--- src/rtl/pattern_player.sv ---
`default_nettype none
// ============================================================================
// Module      : pattern_player
// Description : Fetches one 24-slot turn pattern from the bank and releases
//               its notes to the spawner, paced by beat ticks.
// Revision    : 1.0
// ============================================================================
module pattern_player #(
    parameter int SLOTS = 24,
    parameter int TW    = 3,
    parameter int SW    = 3,
    parameter int DW    = 2
) (
    input  logic                clk_in,
    input  logic                rst_n_in,
    input  logic                start_in,
    input  logic [3:0]          turn_in,
    input  logic                abort_in,
    input  logic                beat_tick_in,
    output logic [3:0]          turn_out,
    input  logic                pattern_valid_in,
    input  logic [SLOTS*TW-1:0] timing_in,
    input  logic [SLOTS*SW-1:0] speed_in,
    input  logic [SLOTS*DW-1:0] direction_in,
    input  logic [SLOTS-1:0]    inversed_in,
    output logic                note_valid_out,
    input  logic                note_ready_in,
    output logic [SW-1:0]       note_speed_out,
    output logic [DW-1:0]       note_dir_out,
    output logic                note_inv_out,
    output logic [4:0]          note_idx_out,
    output logic                busy_out,
    output logic                done_out,
    output logic                error_out
);

    localparam logic [4:0] c_last_slot = 5'(SLOTS - 1);

    typedef enum logic [2:0] {
        S_IDLE  = 3'd0,
        S_FETCH = 3'd1,
        S_WAIT  = 3'd2,
        S_EMIT  = 3'd3,
        S_DONE  = 3'd4
    } state_t;

    state_t r_state;
    state_t w_next;

    logic [SLOTS*TW-1:0] r_timing;
    logic [SLOTS*SW-1:0] r_speed;
    logic [SLOTS*DW-1:0] r_dir;
    logic [SLOTS-1:0]    r_inv;
    logic [4:0]          r_slot;
    logic [TW-1:0]       r_cnt;
    logic [3:0]          r_turn;
    logic                r_error;

    logic [TW-1:0] w_tim [SLOTS];
    logic [SW-1:0] w_spd [SLOTS];
    logic [DW-1:0] w_dir [SLOTS];

    for (genvar i = 0; i < SLOTS; i++) begin : g_slot
        assign w_tim[i] = r_timing[TW*i +: TW];
        assign w_spd[i] = r_speed[SW*i +: SW];
        assign w_dir[i] = r_dir[DW*i +: DW];
    end

    logic w_match;
    logic w_empty;
    logic w_last;
    logic w_emit;

    assign w_match = (r_cnt == w_tim[r_slot]);
    assign w_empty = (w_spd[r_slot] == '0);
    assign w_last  = (r_slot == c_last_slot);
    assign w_emit  = (r_state == S_EMIT);

    always_ff @(posedge clk_in or negedge rst_n_in) begin
        if (!rst_n_in) begin
            r_state <= S_IDLE;
        end else begin
            r_state <= w_next;
        end
    end

    always_comb begin
        w_next = r_state;
        case (r_state)
            S_IDLE:  if (start_in) w_next = S_FETCH;
            S_FETCH: w_next = pattern_valid_in ? S_WAIT : S_IDLE;
            S_WAIT: begin
                if (w_match) begin
                    if (!w_empty)    w_next = S_EMIT;
                    else if (w_last) w_next = S_DONE;
                end
            end
            S_EMIT: begin
                if (note_ready_in) w_next = w_last ? S_DONE : S_WAIT;
            end
            S_DONE:  w_next = S_IDLE;
            default: w_next = S_IDLE;
        endcase
        if (abort_in) w_next = S_IDLE;
    end

    // Bundles are captured once in FETCH; bank inputs are ignored afterwards.
    always_ff @(posedge clk_in or negedge rst_n_in) begin
        if (!rst_n_in) begin
            r_timing <= '0;
            r_speed  <= '0;
            r_dir    <= '0;
            r_inv    <= '0;
            r_slot   <= '0;
            r_cnt    <= '0;
            r_turn   <= '0;
            r_error  <= 1'b0;
        end else begin
            r_error <= 1'b0;
            if (abort_in) begin
                r_slot <= '0;
                r_cnt  <= '0;
            end else begin
                case (r_state)
                    S_IDLE: begin
                        if (start_in) r_turn <= turn_in;
                    end
                    S_FETCH: begin
                        if (pattern_valid_in) begin
                            r_timing <= timing_in;
                            r_speed  <= speed_in;
                            r_dir    <= direction_in;
                            r_inv    <= inversed_in;
                            r_slot   <= '0;
                            r_cnt    <= '0;
                        end else begin
                            r_error <= 1'b1;
                        end
                    end
                    S_WAIT: begin
                        if (w_match) begin
                            if (w_empty && !w_last) begin
                                r_slot <= r_slot + 5'd1;
                                r_cnt  <= '0;
                            end
                        end else if (beat_tick_in) begin
                            r_cnt <= r_cnt + TW'(1);
                        end
                    end
                    S_EMIT: begin
                        if (note_ready_in && !w_last) begin
                            r_slot <= r_slot + 5'd1;
                            r_cnt  <= '0;
                        end
                    end
                    default: ;
                endcase
            end
        end
    end

    assign turn_out       = r_turn;
    assign note_valid_out = w_emit;
    assign note_speed_out = w_emit ? w_spd[r_slot] : '0;
    assign note_dir_out   = w_emit ? w_dir[r_slot] : '0;
    assign note_inv_out   = w_emit ? r_inv[r_slot] : 1'b0;
    assign note_idx_out   = w_emit ? r_slot : '0;
    // busy drops while done pulses so the controller sees both together.
    assign busy_out       = (r_state != S_IDLE) && (r_state != S_DONE);
    assign done_out       = (r_state == S_DONE);
    assign error_out      = r_error;

endmodule
`default_nettype wire

--- config.mk ---
export PLATFORM = sky130hd
export DESIGN_NAME = pattern_player
export DESIGN_NICKNAME = d
export VERILOG_FILES = /design/src/rtl/pattern_player.sv
export SDC_FILE = /design/constraint.sdc
export NUM_CORES = 1
export LEC_CHECK = 0
export CAP_MARGIN = 25
export CORE_MARGIN = 2
export CORE_UTILIZATION = 51
export DETAILED_ROUTE_END_ITERATION = 12
export PLACE_DENSITY = 0.81
export SETUP_SLACK_MARGIN = 0.05
export SYNTH_ARGS = -nofsm -noshare
export SYNTH_HDL_FRONTEND = slang
export SYNTH_SLANG_ARGS = --single-unit
export TNS_END_PERCENT = 1
--- constraint.sdc ---
create_clock -name clk_in -period 3.7 [get_ports clk_in]
set_input_delay 0.925 -clock clk_in [delete_from_list [all_inputs] [get_ports clk_in]]
set_output_delay 0.925 -clock clk_in [all_outputs]
set_load 0.02 [all_outputs]
==> impl_metrics.tcl, run 1 <==
set metrics [dict create \
    outcome "completed" \
    die_h_um 150 \
    first_iter_violations 397 \
    synth_nets 964 \
    start_util_pct 51.7 \
    holdWs_ps 437 \
    multiInputGateArea_um2 4740 \
    clockBufferDepth 3 \
    grt_pass1_wl_um 41800 \
    worstPathRequired_ps 2770 \
    nets 1212 \
    crit_arrival_ps 2640 \
    pin_count 246 \
    finalSetupTns_ps 0 \
    rr_worst_depth 10 \
    syn_area_um2 10800 \
    vias_per_cell 5.65 \
    ys_seq_area_share_pct 53.8 \
    area_delta_synth_final_pct 33.9 \
    vdd_ir_drop_max_uv 374 \
    die-area_um2 22400 \
    synth_ff_type "dfrtp_1" \
    ant_nets 0 \
    grt_pass1_vias 7791 \
    synth.largest_area_cell "dfrtp_1" \
    routedWlPerCell_um 20.9 \
    overflow 0 \
    antenna_found_initial 0 \
    routed_wl_um 26600 \
    async_flop_share_pct 100 \
    rsz0062_at_grt "yes" \
    relSlewSlack_pct 51.1 \
    grtUsageTotal_pct 24.3 \
    dp_hpwl_um 19000 \
    period_minus_slack_ps 3560 \
    clock_latency_ps 520 \
    cts_max_level 1 \
    final_layout_size_suffix_gt1_share_pct 33.9 \
    grt_max_degree 125 \
    worstSetupStartpointType "flip-flop" \
    place_congestion 0.820 \
    max_freq_mhz 281 \
    diodes 0 \
    postCtsHoldBufs 0 \
    rows 53 \
    pwr_density_cell_nw_per_um2 718 \
    maxCapViolCount 0 \
    final-setup-viol-count 0 \
    worst_pin_slew_ps 734 \
    clk_transition_reported_paths_ps 60 \
    finalPower_mw 10.4 \
    synthDominantCellAreaShare_pct 53.8 \
    cts_tree "built" \
    vias 7203 \
    hold_violations 0 \
    synth-edff-count 0 \
    ys_seq_elements 232 \
    die_w_um 150 \
    cts.sinks 232 \
    clockRootBuffer "clkbuf_16" \
    drtPass1Iterations 4 \
    io_buffers 245 \
    syn_inst 735 \
    fillCellCount 1463 \
    register_area_um2 5810 \
    synth.most_common_cell "dfrtp_1" \
    synth.cells.most_frequent "dfrtp_1, mux2_2, mux2i_1, mux4_2, clkbuf_1" \
    drcViolationCount 0 \
    hp-class "input port to asynchronous set/reset pin" \
    cts-buffers-inserted 25 \
    fin_worst_skew_ps 16.3 \
    yosysUniqueCellTypes 53 \
    yosys-top-cells-area "dfrtp_1, mux2_2, mux4_2" \
    cp_max_fo 20 \
    crit_type "flip-flop to output port" \
    core_um2 20900 \
    finalCritPeriodShare_pct 96.3 \
    fin_util_pct 69.2 \
    post_synth.cell_area_avg_um2 14.7 \
    leakage_nw 6.05 \
    critPathCaptureType "output port" \
    ys_warn_count 0 \
    final_max_slew_viol_count 0 \
]
[final cells by class]
cell class | count | area share, %
inverters | 8 | 0.208
multi-input cells | 447 | 32.8
repair buffers | 269 | 18.8
well taps | 275 | 2.38
flip-flops and latches | 232 | 40.2
clock buffers | 32 | 4.65
clock inverters | 12 | 0.986
[metrics by stage]
stage          cells  setup slack (ps)  cell area [µm²]
5_1_grt         1275             -35.0            14500
3_3_place_gp    1229               239            13600
6_report        1275               138            14500
3_5_place_dp    1229               239            13600
4_1_cts         1275             -63.6            14500
2_1_floorplan    735               186            10800
[layout by cell type (no fill, tap or decap), drive strengths merged, types with 2 or more instances in the layout]
cell,synthesis,final
and3,5,5
nand3,12,12
clkinvlp,0,3
a22oi,15,15
o211ai,2,2
mux2i,52,52
mux2,224,224
nor2,11,11
inv,8,8
nand4,2,2
bufinv,0,3
dfrtp,232,232
buf,25,27
a221oi,8,8
clkbuf,23,34
clkdlybuf4s50,0,238
nor3,6,6
nor2b,4,4
ha,2,2
o31ai,2,2
and2,12,12
nand2,14,14
a21oi,6,6
nand2b,4,4
o21ai,5,5
clkinv,0,6
mux4,34,34
o22ai,4,4
nand3b,2,2
a21o,2,2
[kinds of logic (layout without fill, tap and decap cells)]
logic type	Yosys count	after routing	synth area share (%)
AO/OA/AOI/OAI	56	56	4.03
XOR/XNOR	1	1	0.0811
adder cells (fa/ha/maj)	2	2	0.232
buffers and inverters	56	321	2.58
flip-flops	232	232	53.8
multiplexers	310	310	35.4
AND/OR/NAND/NOR	78	78	3.92
[critical path: stages (launching register included)]
cell and delay, ps:
dfrtp_4 420, buf_4 150, buf_12 190, mux4_2 530, a22oi_2 220, nand3_2 120
and2_1 180, dlygate4sd2_1 310
[per-layer routing]
layer	part of all wire (%)	vias up	GRT usage [%]
met2	48	255	39.7
met1	42	3666	33.5
met5	0	-	0
met4	2.4	0	6.57
met3	6.9	45	4.85
li1	-	3237	-
[repair_timing]
item | CTS | global route
pin swaps | 0 | 2
resized for setup | 14 | 9
setup buffers | 2 | 0
endpoints found under the setup margin | 6 | 6
[final timing paths]
path	startpoint	end	slack (ps)
max in group asynchronous	rst_n_in	r_inv[14]	2370
max	r_slot[0]	note_speed_out[0]	140
min	rst_n_in	r_timing[39]	440
max reg2reg	r_slot[0]	r_slot[0]	300
min in group clk_in	r_timing[2]	r_timing[2]	500
min reg2reg	r_timing[2]	r_timing[2]	500
[power by group]
group          leakage, nW  switching [mW]  internal [mW]
logic                 2.85            1.29           2.13
clock network        0.395            1.01           1.49
registers             2.81           0.679           3.78
total                 6.05            2.98           7.40
[sequential cells by signal (all words and copies together) (netlist names)]
name       count
error_out      1
r_cnt          3
r_inv         24
r_state        3
r_speed       72
r_timing      72
r_dir         48
r_slot         5
turn_out       4
Note: power is estimated with default switching activity, not from simulation.
==> run 2: changes to the inputs <==
--- a/config.mk
+++ b/config.mk
@@ -11,3 +11,3 @@
 export DETAILED_ROUTE_END_ITERATION = 12
-export PLACE_DENSITY = 0.81
+export PLACE_DENSITY = 0.88
 export SETUP_SLACK_MARGIN = 0.05
--- a/constraint.sdc
+++ b/constraint.sdc
@@ -3,2 +3,2 @@
 set_output_delay 0.925 -clock clk_in [all_outputs]
-set_load 0.02 [all_outputs]
+set_load 0.005 [all_outputs]
==> run 2 against run 1 <==
Effect of this change:
- the run now ends with negative setup slack left
- maximum frequency down 3.9%
- largest cell class unchanged
- cell area is 1.9% higher
- critical path type unchanged
- count of clock-buffer cells in the layout increased by 1
==> impl_metrics.tcl, run 2 (synthesis results as in run 1) <==
set metrics [dict create \
    reg.largest.list "r_speed: 72 flops, r_timing: 72 flops, r_dir: 48 flops" \
    hp-class "input port to asynchronous set/reset pin" \
    placedInstanceArea_um2 13600 \
    start_util_pct 51.7 \
    crit_arrival_ps 2780 \
    die-area_um2 22400 \
    grt_max_degree 127 \
    cp_top_family "buffers and inverters" \
    vias 7302 \
    critPathBufInv 2 \
    worst_pin_slew_ps 727 \
    overflow 0 \
    period_minus_slack_ps 3710 \
    dp_hpwl_um 19600 \
    worstSetupStartpointType "flip-flop" \
    relSlewSlack_pct 51.6 \
    rsz0062_at_grt "yes" \
    clk_transition_reported_paths_ps 60 \
    pwr_density_cell_nw_per_um2 734 \
    grt_pass1_wl_um 42800 \
    layout.cells.non_filler 1287 \
    crit_type "flip-flop to output port" \
    postCtsHoldBufs 0 \
    pin_count 246 \
    layout_commonest_cell "clkdlybuf4s50_1" \
    leakage_nw 6.18 \
    outcome "complete, but fails checks" \
    clockRootBuffer "clkbuf_16" \
    crit_start "r_slot[0]" \
    drcViolationCount 0 \
    io_buffers 245 \
    final_cell_area_um2 14700 \
    cts-buffers-inserted 25 \
    violations "negative setup slack" \
    cp_max_fo 17 \
    die_h_um 150 \
    die_w_um 150 \
    fillCellCount 1446 \
    core_um2 20900 \
    rows 53 \
    antenna_found_initial 0 \
    final_cell_mix "clkdlybuf4s50_1, dfrtp_1, mux2_2, mux2i_1, mux4_2" \
    clock_latency_ps 510 \
    cts.sinks 232 \
    final_layout_size_suffix_gt1_share_pct 35.4 \
    ant_nets 0 \
    critPathCaptureType "output port" \
    hold_violations 0 \
    cts_tree "built" \
    finalCritPeriodShare_pct 100 \
    fin_worst_skew_ps 9.10 \
    routed_wl_um 28100 \
    nets 1224 \
    grtUsageTotal_pct 25.0 \
    diodes 0 \
    vdd_ir_drop_max_uv 441 \
    worstPathRequired_ps 2770 \
    holdWs_ps 428 \
    area_delta_synth_final_pct 36.6 \
    crit_chain "buf_16 > mux2i_1 > a221oi_2 > o21ai_0 > nand3_2 > and2_1 > clkdlybuf4s50_1" \
    routedWlPerCell_um 21.8 \
    max_freq_mhz 270 \
    crit_slowest_cell "dfrtp_4" \
    critPathMaxStageDelay_ps 540 \
    drtPass1Iterations 4 \
    finalSetupTns_ps -5.57 \
    final-setup-viol-count 1 \
    first_iter_violations 353 \
    grt_pass1_vias 8068 \
    dp_cells 1232 \
    clockBufferDepth 3 \
    final_max_slew_viol_count 0 \
    vias_per_cell 5.67 \
    setup_slack_ps -5.57 \
    worstReg2RegStart "r_slot[0]" \
    place_congestion 0.850 \
    maxCapViolCount 0 \
    fin_util_pct 70.6 \
    cts_max_level 1 \
]
run 2: cell count changes in the layout (fill, tap and decap cells not counted), sizes merged:
cell,change
buf,+10
bufinv,+3
clkbuf,+1
clkdlybuf4s50,+2
clkinv,-2
clkinvlp,-2
run 2: path summary, 6_finish.rpt:
path | to | slack (ps) | depth (start not counted)
min in group clk_in | r_timing[14] | 500 | 1
min reg2reg | r_timing[14] | 500 | 1
min | r_speed[27] | 430 | 1
max in group asynchronous | r_timing[23] | 2340 | 2
max reg2reg | r_slot[0] | 350 | 12
max | note_speed_out[0] | -6 | 7
run 2: final cells by class:
type | count | area [µm²] | share of cell area [%]
inverters | 8 | 30.0 | 0.204
clock buffers | 33 | 686 | 4.65
repair buffers | 281 | 2880 | 19.5
well taps | 275 | 344 | 2.33
flip-flops and latches | 232 | 5810 | 39.4
clock inverters | 11 | 211 | 1.43
multi-input cells | 447 | 4780 | 32.4
run 2: layer usage:
| layer | wire length [µm] | track usage [%] |
|---|---|---|
| met1 | 11000 | 31.4 |
| met2 | 14100 | 43.2 |
| met3 | 2170 | 5.76 |
| met4 | 743 | 7.71 |
| met5 | 0 | 0 |
run 2: per-stage QoR:
stage	total power, mW	worst slack [ps]
4_1_cts	10.7	-73.1
5_1_grt	11.4	-171
3_5_place_dp	7.87	312
6_report	10.8	-5.57
3_3_place_gp	7.68	351
2_1_floorplan	6.76	245
run 2: timing repair:
action | CTS | global route
pin swaps | 3 | 5
endpoints found under the setup margin | 6 | 6
buffers inserted | 3 | 6
resized for setup | 8 | 24
cloned | 1 | 1
run 2: report_power, final:
| group | leakage, nW | switching [mW] | total [mW] | internal (mW) |
|---|---|---|---|---|
| Combinational | 2.94 | 1.33 | 3.59 | 2.26 |
| Sequential | 2.81 | 0.739 | 4.52 | 3.78 |
| Clock | 0.436 | 0.998 | 2.72 | 1.72 |
| Total | 6.18 | 3.06 | 10.8 | 7.76 |
